[src/rtl/oled_pkg.sv]
// Shared types and constants for the OLED message writer: message kinds,
// ASCII codes, FSM encoding, the fixed label ROM and rise-priority helper.
package oled_pkg;

  // The numeric value of a kind is both its OLED row and its priority (higher wins).
  typedef enum logic [1:0] {
    KIND_PRICE = 2'd0,
    KIND_COIN  = 2'd1,
    KIND_TOTAL = 2'd2,
    KIND_DISP  = 2'd3
  } msg_kind_e;

  localparam logic [7:0] ASCII_SPACE  = 8'h20;
  localparam logic [7:0] ASCII_DOLLAR = 8'h24;
  localparam logic [7:0] ASCII_DOT    = 8'h2E;
  localparam logic [7:0] ASCII_ZERO   = 8'h30;

  localparam logic [1:0] ST_IDLE = 2'd0;
  localparam logic [1:0] ST_CONV = 2'd1;
  localparam logic [1:0] ST_SEND = 2'd2;

  localparam int LABEL_LEN   = 16;
  localparam int POS_DOLLARS = 7;
  localparam int POS_TENS    = 9;
  localparam int POS_UNITS   = 10;

  // Label ROM; digit positions hold '0' placeholders that the top overrides.
  function automatic logic [7:0] label_char(msg_kind_e kind, int unsigned idx);
    logic [8*LABEL_LEN-1:0] text;
    case (kind)
      KIND_PRICE: text = "PRICE $0.00     ";
      KIND_COIN:  text = "COIN  $0.00     ";
      KIND_TOTAL: text = "TOTAL $0.00     ";
      default:    text = "*DISPENSE*      ";
    endcase
    if (idx >= LABEL_LEN) return ASCII_SPACE;
    return text[8*(LABEL_LEN-1-idx) +: 8];
  endfunction

  // Highest-priority kind in a rise vector indexed by msg_kind_e.
  function automatic msg_kind_e top_kind(logic [3:0] rise);
    if (rise[3]) return KIND_DISP;
    if (rise[2]) return KIND_TOTAL;
    if (rise[1]) return KIND_COIN;
    return KIND_PRICE;
  endfunction

endpackage

[src/rtl/bin2bcd_seq.sv]
// Sequential shift-add-3 binary-to-BCD converter, one input bit per cycle.
// done is high in the cycle of the final shift; bcd is valid from the next cycle.
module bin2bcd_seq #(
  parameter int VAL_W = 9
) (
  input  logic             clk,
  input  logic             rst,
  input  logic             start,
  input  logic [VAL_W-1:0] bin,
  output logic             busy,
  output logic             done,
  output logic [11:0]      bcd
);

  localparam int CNT_W = $clog2(VAL_W) + 1;

  logic [VAL_W-1:0] shreg;
  logic [CNT_W-1:0] cnt;
  logic [11:0]      adj;

  // NOTE: every variable written in always_comb gets a default first so no latch is inferred.
  always_comb begin
    adj = bcd;
    for (int d = 0; d < 3; d++) begin
      if (bcd[4*d +: 4] >= 4'd5) adj[4*d +: 4] = bcd[4*d +: 4] + 4'd3;
    end
  end

  assign done = busy && (cnt == CNT_W'(VAL_W - 1));

  // NOTE: sequential state uses non-blocking assignments so all registers update together.
  always_ff @(posedge clk) begin
    if (!rst) begin
      busy  <= 1'b0;
      cnt   <= '0;
      shreg <= '0;
      bcd   <= '0;
    end else if (start) begin
      busy  <= 1'b1;
      cnt   <= '0;
      shreg <= bin;
      bcd   <= '0;
    end else if (busy) begin
      bcd   <= {adj[10:0], shreg[VAL_W-1]};
      shreg <= shreg << 1;
      cnt   <= cnt + 1'b1;
      if (done) busy <= 1'b0;
    end
  end

endmodule

[src/rtl/oled_msg_writer.sv]
// Serializes fixed 16-character OLED messages (with a $D.CC value field) to the
// character driver over valid/ready, queueing one pending message.
module oled_msg_writer
  import oled_pkg::*;
#(
  parameter int VAL_W   = 9,
  parameter int MSG_LEN = 16
) (
  input  logic             clk,
  input  logic             rst,
  input  logic             clr_reg,
  input  logic             ld_price,
  input  logic             ld_cents,
  input  logic             ld_coins,
  input  logic             ld_disp,
  input  logic [VAL_W-1:0] price,
  input  logic [VAL_W-1:0] cents_in,
  input  logic [VAL_W-1:0] total,
  input  logic             disp_rdy,
  output logic             disp_wr,
  output logic [7:0]       disp_char,
  output logic [1:0]       disp_row,
  output logic [3:0]       disp_col,
  output logic             char_done
);

  localparam int IDX_W = $clog2(MSG_LEN);

  logic [1:0]       state;
  logic [IDX_W-1:0] idx;
  msg_kind_e        cur_kind;
  logic             done_q;
  logic             pend_vld;
  msg_kind_e        pend_kind;
  logic [3:0]       ld_q;

  logic [3:0]       ld_now, rise, rest;
  logic             any_rise;
  msg_kind_e        hi_kind, hi2_kind;
  logic             last_xfer;
  logic             start_go;
  msg_kind_e        start_kind;
  logic             pend_nxt_vld;
  msg_kind_e        pend_nxt_kind;
  logic             conv_start, conv_busy, conv_done;
  logic [VAL_W-1:0] conv_bin;
  logic [11:0]      bcd;

  // Rise vector is indexed by msg_kind_e; rises during clr_reg are dropped.
  assign ld_now   = {ld_disp, ld_coins, ld_cents, ld_price};
  assign rise     = ld_now & ~ld_q & {4{~clr_reg}};
  assign any_rise = |rise;
  assign hi_kind  = top_kind(rise);
  assign rest     = rise & ~(4'b0001 << hi_kind);
  assign hi2_kind = top_kind(rest);

  assign last_xfer = (state == ST_SEND) && disp_rdy && (idx == IDX_W'(MSG_LEN - 1));

  // Start selection and next pending-slot contents.
  always_comb begin
    start_go      = 1'b0;
    start_kind    = cur_kind;
    pend_nxt_vld  = pend_vld;
    pend_nxt_kind = pend_kind;
    if (clr_reg) begin
      pend_nxt_vld = 1'b0;
    end else if (state == ST_IDLE) begin
      if (any_rise) begin
        start_go      = 1'b1;
        start_kind    = hi_kind;
        pend_nxt_vld  = |rest;
        pend_nxt_kind = hi2_kind;
      end
    end else if (last_xfer && pend_vld) begin
      start_go      = 1'b1;
      start_kind    = pend_kind;
      pend_nxt_vld  = any_rise;
      pend_nxt_kind = hi_kind;
    end else if (any_rise && (!pend_vld || hi_kind > pend_kind)) begin
      pend_nxt_vld  = 1'b1;
      pend_nxt_kind = hi_kind;
    end
  end

  assign conv_start = start_go && (start_kind != KIND_DISP);

  always_comb begin
    case (start_kind)
      KIND_PRICE: conv_bin = price;
      KIND_COIN:  conv_bin = cents_in;
      default:    conv_bin = total;
    endcase
  end

  bin2bcd_seq #(.VAL_W(VAL_W)) u_bcd (
    .clk   (clk),
    .rst   (rst),
    .start (conv_start),
    .bin   (conv_bin),
    .busy  (conv_busy),
    .done  (conv_done),
    .bcd   (bcd)
  );

  always_ff @(posedge clk) begin
    if (!rst) begin
      state     <= ST_IDLE;
      idx       <= '0;
      cur_kind  <= KIND_PRICE;
      done_q    <= 1'b0;
      pend_vld  <= 1'b0;
      pend_kind <= KIND_PRICE;
      ld_q      <= 4'b1111;
    end else begin
      ld_q      <= ld_now;
      pend_vld  <= pend_nxt_vld;
      pend_kind <= pend_nxt_kind;
      if (clr_reg) begin
        state  <= ST_IDLE;
        done_q <= 1'b0;
      end else if (start_go) begin
        cur_kind <= start_kind;
        idx      <= '0;
        done_q   <= 1'b0;
        state    <= (start_kind == KIND_DISP) ? ST_SEND : ST_CONV;
      end else if (state == ST_CONV) begin
        if (conv_busy && conv_done) begin
          state <= ST_SEND;
          idx   <= '0;
        end
      end else if (state == ST_SEND && disp_rdy) begin
        if (last_xfer) begin
          state  <= ST_IDLE;
          done_q <= 1'b1;
        end else begin
          idx <= idx + 1'b1;
        end
      end
    end
  end

  // Character mux: label ROM, with BCD digits at the value positions.
  always_comb begin
    disp_char = ASCII_SPACE;
    if (state == ST_SEND) begin
      disp_char = label_char(cur_kind, 32'(idx));
      if (cur_kind != KIND_DISP) begin
        if (int'(idx) == POS_DOLLARS) disp_char = ASCII_ZERO + {4'd0, bcd[11:8]};
        if (int'(idx) == POS_TENS)    disp_char = ASCII_ZERO + {4'd0, bcd[7:4]};
        if (int'(idx) == POS_UNITS)   disp_char = ASCII_ZERO + {4'd0, bcd[3:0]};
      end
    end
  end

  assign disp_wr   = (state == ST_SEND);
  assign disp_row  = cur_kind;
  assign disp_col  = 4'(idx);
  assign char_done = done_q & ~any_rise & ~clr_reg;

endmodule

[config.mk]
export PLATFORM = sky130hd
export DESIGN_NAME = oled_msg_writer
export DESIGN_NICKNAME = d
export VERILOG_FILES = /design/src/rtl/oled_pkg.sv /design/src/rtl/bin2bcd_seq.sv /design/src/rtl/oled_msg_writer.sv
export SDC_FILE = /design/constraint.sdc
export NUM_CORES = 1
export LEC_CHECK = 0
export CORE_MARGIN = 2
export CORE_UTILIZATION = 40
export CTS_CLUSTER_SIZE = 10
export DETAILED_ROUTE_END_ITERATION = 10
export PLACE_DENSITY_LB_ADDON = 0.3
export SYNTH_ARGS = -nofsm -noshare
export SYNTH_HDL_FRONTEND = slang
export SYNTH_HIERARCHICAL = 1
export SYNTH_SLANG_ARGS = --single-unit
[constraint.sdc]
create_clock -name clk -period 3.2 [get_ports clk]
set_input_delay 0.32 -clock clk [delete_from_list [all_inputs] [get_ports clk]]
set_output_delay 0.32 -clock clk [all_outputs]
set_load 0.02 [all_outputs]
==> impl_metrics.tcl, run 1 <==
set metrics [dict create \
    core_area_sq_um 8180 \
    slew_violations 0 \
    path_class "register to output pin" \
    yosys.area.top_type "dfxtp_1" \
    clk_latency_ns 0.30 \
    start_kind "register" \
    grt_pass1_vias 2956 \
    grt-busiest-layer "met2" \
    ys_ff_latch 43 \
    io_pins 51 \
    cp_max_fo 8 \
    max-vdd-ir-drop_mv 0.197 \
    cts_buffer_depth 2 \
    yosysWarnings 6 \
    power_mw 1.28 \
    synth_seq_area_share_pct 25.6 \
    grt_pass1_wl_um 13800 \
    cap_violations 0 \
    synth_area_sq_um 3360 \
    critPathSlowestCell "clkdlybuf4s50_1" \
    vias 3304 \
    cts.clk_slew.worst_paths_ns 0.09 \
    post_cts.repair.setup_buffers 0 \
    wl_per_cell_um 13.4 \
    area_growth_pct 21.4 \
    dieArea_sq_um 9160 \
    worstPathRequired_ns 2.88 \
    cts_resized 1 \
    path_common_cell "nand2_1" \
    grt_util_met2_pct 30.9 \
    postRouteAntennaNets 0 \
    cpPeakStageDelay_ns 0.60 \
    setup_viol 0 \
    design_area_sq_um 4090 \
    antenna_found_initial 0 \
    hold_buffers 0 \
    worstPathArrival_ns 2.66 \
    fin_worst_skew_ns 0.00973 \
    synth_edf_count 0 \
    switching_share_pct 28.0 \
    use_met3_pct 2.82 \
    grt_usage_pct 18.4 \
    numCtsBuffers 5 \
    leakage_nw 1.49 \
    p_sw_mw 0.357 \
    grt_overflow_total 0 \
    drtIter0Drc 145 \
    fin_tns_setup_ns 0 \
    max_freq_mhz 336 \
    grt_max_degree 41 \
    outcome "completed" \
    synth.area.top_cells "dfxtp_1 26%, ha_1 8.9%, nand2_1 6.4%, mux2i_1 6.2%, o21ai_0 5.7%" \
    numPortBuffers 49 \
    route.detailed.drc 0 \
    fin_crit_ns 2.98 \
    die_w_um 95.7 \
    synthCells 446 \
    place_area_sq_um 3960 \
    hold_viol 0 \
    p_int_mw 0.920 \
    power_frac_seq_pct 45.3 \
    wirelength_um 8020 \
    crit_chain "ha_2 > ha_1 > nand2_1 > a32oi_1 > o32ai_1 > a211oi_1 > o22ai_1 > nand2_1 > clkdlybuf4s50_1" \
    synthDistinctLibCells 60 \
    root_buffer "clkbuf_8" \
    tightestPinTransition_ns 0.500 \
    hold_class "register to register" \
    ys.flop_type "dfxtp_1" \
    async_reset_ff_share_pct 0 \
    hold_ws_ns 0.524 \
    cts.sinks 43 \
    start_util_pct 41.2 \
    syn_avg_cell_area_sq_um 7.54 \
    rsz0062_at_grt "no" \
    tritoncts "done" \
    rows 33 \
    antennaDiodeCount 0 \
    drive_gt1_share_pct 7.93 \
    post-dp-hpwl_um 6060 \
    rrSetupSlack_ns 0.60 \
    die_h_um 95.7 \
    use_met1_pct 24.7 \
    synth_nets 505 \
    drtPass1Iterations 4 \
    pwr-share-comb_pct 20.2 \
    gp_congestion 0.885 \
    ctsHtreeMaxLevel 2 \
    pwr-share-clk_pct 34.6 \
    fin_nets 550 \
    power_density_nw_per_um2 313 \
    slew_headroom_pct 66.6 \
    end_kind "output pin" \
    fin_crit_sh_pct 93.0 \
    via_per_inst 5.53 \
    yosysTopAreaCellShare_pct 25.6 \
]
[path summary, 6_finish.rpt]
kind	startpoint	endpoint	cells past startpoint
setup / recovery	disp_row[0]$_SDFFE_PN0P_	disp_char[2]	9
hold reg to reg	u_bcd/shreg[8]$_SDFFE_PN0P_	u_bcd/bcd[0]$_SDFFE_PP0P_	2
hold / removal	u_bcd/shreg[8]$_SDFFE_PN0P_	u_bcd/bcd[0]$_SDFFE_PP0P_	2
setup reg to reg	disp_col[1]$_SDFFE_PN0P_	u_bcd/bcd[10]$_SDFFE_PP0P_	9
[per-layer routing]
metal | routed length, um | part of all wire [%] | vias to the layer above
met2 | 3730 | 47 | 96
met3 | 439 | 5.5 | 10
met5 | 0 | 0 | -
met1 | 3720 | 46 | 1518
met4 | 122 | 1.5 | 0
li1 | - | - | 1680
[worst max-delay path: cells and delay by family (launching register included)]
kind            cells  cell delay [ns]
compound gates      4             0.73
fa+ha+maj           2             0.49
buf+inv             1             0.60
flops               1             0.40
simple gates        2             0.14
[power by group through the flow]
| stage | sequential, mW | clock (mW) | combinational (mW) |
|---|---|---|---|
| after detailed placement | 0.590 | 0 | 0.257 |
| after global routing | 0.582 | 0.475 | 0.286 |
| final | 0.578 | 0.442 | 0.258 |
| after global placement | 0.590 | 0 | 0.252 |
| after CTS | 0.578 | 0.452 | 0.258 |
| after floorplan | 0.584 | 0 | 0.179 |
[cells in the final DEF, fill, tap and decap left out, types with 3 or more instances in the layout]
cell	netlist	final
a2111o_1	4	4
nor2b_1	10	10
a31oi_1	8	8
and3_1	5	5
a22oi_1	3	3
nand3_1	20	20
dfxtp_1	43	40
clkbuf_8	0	5
nand2b_1	15	15
nor4_1	3	3
nor3_1	6	6
buf_4	3	14
o22ai_1	4	4
o211ai_1	7	7
nor2_1	30	30
a211oi_1	5	5
a21oi_1	22	22
xor2_1	3	3
mux2i_1	21	21
o21ai_1	11	11
nand2_1	57	57
clkdlybuf4s50_1	0	49
o21ai_0	38	38
inv_1	19	19
dfxtp_2	0	3
nand4_1	3	3
and2_1	12	12
ha_1	24	23
or3_1	3	3
[logic make-up after synthesis]
group | after synthesis | synth area share [%]
DFF | 43 | 25.6
xor gates and xnor gates | 5 | 1.30
muxes | 22 | 6.58
AOI/OAI and AO/OA | 123 | 23.0
buffers and inverters | 47 | 6.47
other | 1 | 0.111
and+or+nand+nor | 181 | 28.0
adders and majority gates | 24 | 8.93
[Yosys cell counts, types with 3 or more instances]
| library cell | count |
|---|---|
| nand2_1 | 57 |
| dfxtp_1 | 43 |
| o21ai_0 | 38 |
| nor2_1 | 30 |
| ha_1 | 24 |
| a21oi_1 | 22 |
| mux2i_1 | 21 |
| nand3_1 | 20 |
| inv_1 | 19 |
| nand2b_1 | 15 |
| clkbuf_1 | 13 |
| and2_1 | 12 |
| o21ai_1 | 11 |
| nor2b_1 | 10 |
| a31oi_1 | 8 |
| o211ai_1 | 7 |
| buf_2 | 6 |
| nor3_1 | 6 |
| a211oi_1 | 5 |
| and3_1 | 5 |
| a2111o_1 | 4 |
| o22ai_1 | 4 |
| a22oi_1 | 3 |
| buf_4 | 3 |
| buf_6 | 3 |
| nand4_1 | 3 |
| nor4_1 | 3 |
| o31ai_1 | 3 |
| or3_1 | 3 |
| xor2_1 | 3 |
[layout make-up]
| class | count | area (sq um) |
|---|---|---|
| clock buffers | 5 | 68.8 |
| inverters | 22 | 83.8 |
| well taps | 105 | 131 |
| multi-input cells | 356 | 2290 |
| clock inverters | 3 | 47.5 |
| repair buffers | 63 | 596 |
| fillers | 834 | 4090 |
| flip-flops and latches | 43 | 865 |
[flip-flops by register name, indices dropped and copies added, names as in the netlist]
| signal | flops |
|---|---|
| done_q | 1 |
| u_bcd/bcd | 12 |
| disp_row | 2 |
| pend_kind | 2 |
| pend_vld | 1 |
| disp_col | 4 |
| ld_q | 4 |
| u_bcd/busy | 1 |
| state | 2 |
| u_bcd/shreg | 9 |
| u_bcd/cnt | 5 |
[stage by stage]
stage,setup slack (ns),cells,util (%)
global placement,0.307,589,48.4
finish,0.224,597,50.0
floorplan,0.644,446,-
CTS,0.0226,597,49.8
detailed placement,0.301,589,48.4
global route,0.00204,597,50.0
No activity file was read; power rests on OpenSTA's default activity.
==> run 2: changes to the inputs <==
Settings changed: CORE_UTILIZATION 40 to 50, SLEW_MARGIN from default to 25.
==> run 2 against run 1 <==
Against the previous run: non-clock buffer count is the same; combinational power is essentially flat; clock skew shrank 0.0051 ns; critical path type unchanged; highest routed layer unchanged.
==> impl_metrics.tcl, run 2 (synthesized netlist as in run 1, its figures left out) <==
set metrics [dict create \
    cp_max_fo 9 \
    core_area_sq_um 6420 \
    final_common_cell "nand2_1" \
    power_density_nw_per_um2 293 \
    register_area_sq_um 863 \
    grt_pass1_vias 3055 \
    route.detailed.drc 0 \
    vias 3333 \
    rrSetupSlack_ns 0.46 \
    biggestRegsByFlops "u_bcd/bcd: 12 flops, u_bcd/shreg: 9 flops, u_bcd/cnt: 5 flops" \
    path_class "register to output pin" \
    outcome "completed" \
    cts.sinks 43 \
    grt_max_degree 41 \
    fin_crit_ns 2.94 \
    drtPass1Iterations 5 \
    max-vdd-ir-drop_mv 0.156 \
    top_register "u_bcd/bcd" \
    wl_per_cell_um 13.6 \
    start_kind "register" \
    gp_congestion 0.908 \
    cap_violations 0 \
    cts_buffer_depth 2 \
    postRouteAntennaNets 0 \
    root_buffer "clkbuf_8" \
    grt_pass1_wl_um 13700 \
    ctsHtreeMaxLevel 2 \
    worstPathRequired_ns 2.88 \
    slew_headroom_pct 63.3 \
    cts.clk_slew.worst_paths_ns 0.08 \
    antenna_found_initial 0 \
    area_growth_pct 19.7 \
    fin_worst_skew_ns 0.00464 \
    fin_tns_setup_ns 0 \
    numPortBuffers 49 \
    start_util_pct 52.4 \
    fin_nets 550 \
    rows 29 \
    final_cell_mix "57 x nand2_1, 49 x clkdlybuf4s50_1, 41 x dfxtp_1, 38 x o21ai_0, 30 x nor2_1" \
    end_kind "output pin" \
    clk_latency_ns 0.29 \
    hold_class "register to register" \
    slew_violations 0 \
    utilization_pct 62.7 \
    drive_gt1_share_pct 7.52 \
    die_w_um 86.0 \
    tritoncts "done" \
    via_per_inst 5.86 \
    leakage_nw 1.47 \
    antennaDiodeCount 0 \
    max_freq_mhz 340 \
    rsz0062_at_grt "no" \
    die_h_um 86.0 \
    numCtsBuffers 5 \
    largest_reg_flops 12 \
    grt_overflow_total 0 \
    drtIter0Drc 212 \
    grt_usage_pct 22.0 \
    wirelength_um 7730 \
    dieArea_sq_um 7400 \
    worstPathArrival_ns 2.62 \
    power_mw 1.18 \
    hold_buffers 0 \
    post-dp-hpwl_um 5850 \
    io_pins 51 \
    fin_crit_sh_pct 91.9 \
    n_fill_cell 606 \
    setup_viol 0 \
    multiInputGateArea_sq_um 2300 \
    tightestPinTransition_ns 0.549 \
    hold_viol 0 \
]
[run 2: changes by cell type in the layout (fill, tap and decap cells not counted), sizes merged]
cell,change
clkinvlp,+3
bufinv,-1
clkinv,-1
inv,-1
[run 2: worst max-delay path, stage by stage, from the launching register on]
cell	delay (ns)
dfxtp_1	0.36
buf_4	0.18
inv_1	0.26
ha_1	0.30
and2_1	0.15
a211oi_1	0.05
o31ai_1	0.24
o21ai_0	0.12
nand2_1	0.07
clkdlybuf4s50_1	0.59
[run 2: final timing paths]
check	from	endpoint	cells after the start
min reg2reg	u_bcd/shreg[8]$_SDFFE_PN0P_	u_bcd/bcd[0]$_SDFFE_PP0P_	2
max	disp_col[0]$_SDFFE_PN0P_	disp_char[3]	9
max reg2reg	disp_col[0]$_SDFFE_PN0P_	u_bcd/bcd[10]$_SDFFE_PP0P_	9
min	u_bcd/shreg[8]$_SDFFE_PN0P_	u_bcd/bcd[0]$_SDFFE_PP0P_	2
[run 2: report_power, final]
| part | leakage [nW] | internal (mW) | total [mW] | switching [mW] |
|---|---|---|---|---|
| Clock | 0.0402 | 0.152 | 0.345 | 0.193 |
| Sequential | 0.350 | 0.556 | 0.579 | 0.0223 |
| Combinational | 1.08 | 0.127 | 0.256 | 0.129 |
| Total | 1.47 | 0.835 | 1.18 | 0.345 |
[run 2: layout make-up]
cell class	instances	share of cell area, %
Timing Repair Buffer	63	14.8
Sequential cell	43	21.4
Tap cell	77	2.39
Inverter	22	2.14
Multi-Input combinational cell	356	57.0
Clock buffer	5	1.71
Clock inverter	3	0.497
[run 2: through the flow]
stage	hold WS [ns]	instances	setup slack [ns]	instance area (sq um)
CTS	0.516	569	0.0418	4010
global placement	0.485	561	0.376	3920
detailed placement	0.491	561	0.346	3920
global route	0.549	569	0.0252	4030
finish	0.513	569	0.259	4030
floorplan	0.421	446	0.644	3360
[run 2: per-layer routing]
metal  GRT usage [%]  vias to the layer above  part of all wire [%]
li1                -                     1675                     -
met1            29.8                     1528                    45
met2            36.6                      119                    48
met3            3.18                       11                   5.8
met4            6.06                        0                   1.3
met5               0                        -                     0
[run 2: timing repair]
action                                  CTS  global route
endpoints found under the setup margin    0             4
buffers inserted                          0             0
resized for setup                         0             5
==> run 3: changes to the inputs <==
Settings changed: CTS_CLUSTER_DIAMETER from default to 120.
==> results of run 3 <==
Same layout as run 2: the final DEF is identical, and so are final timing and power.
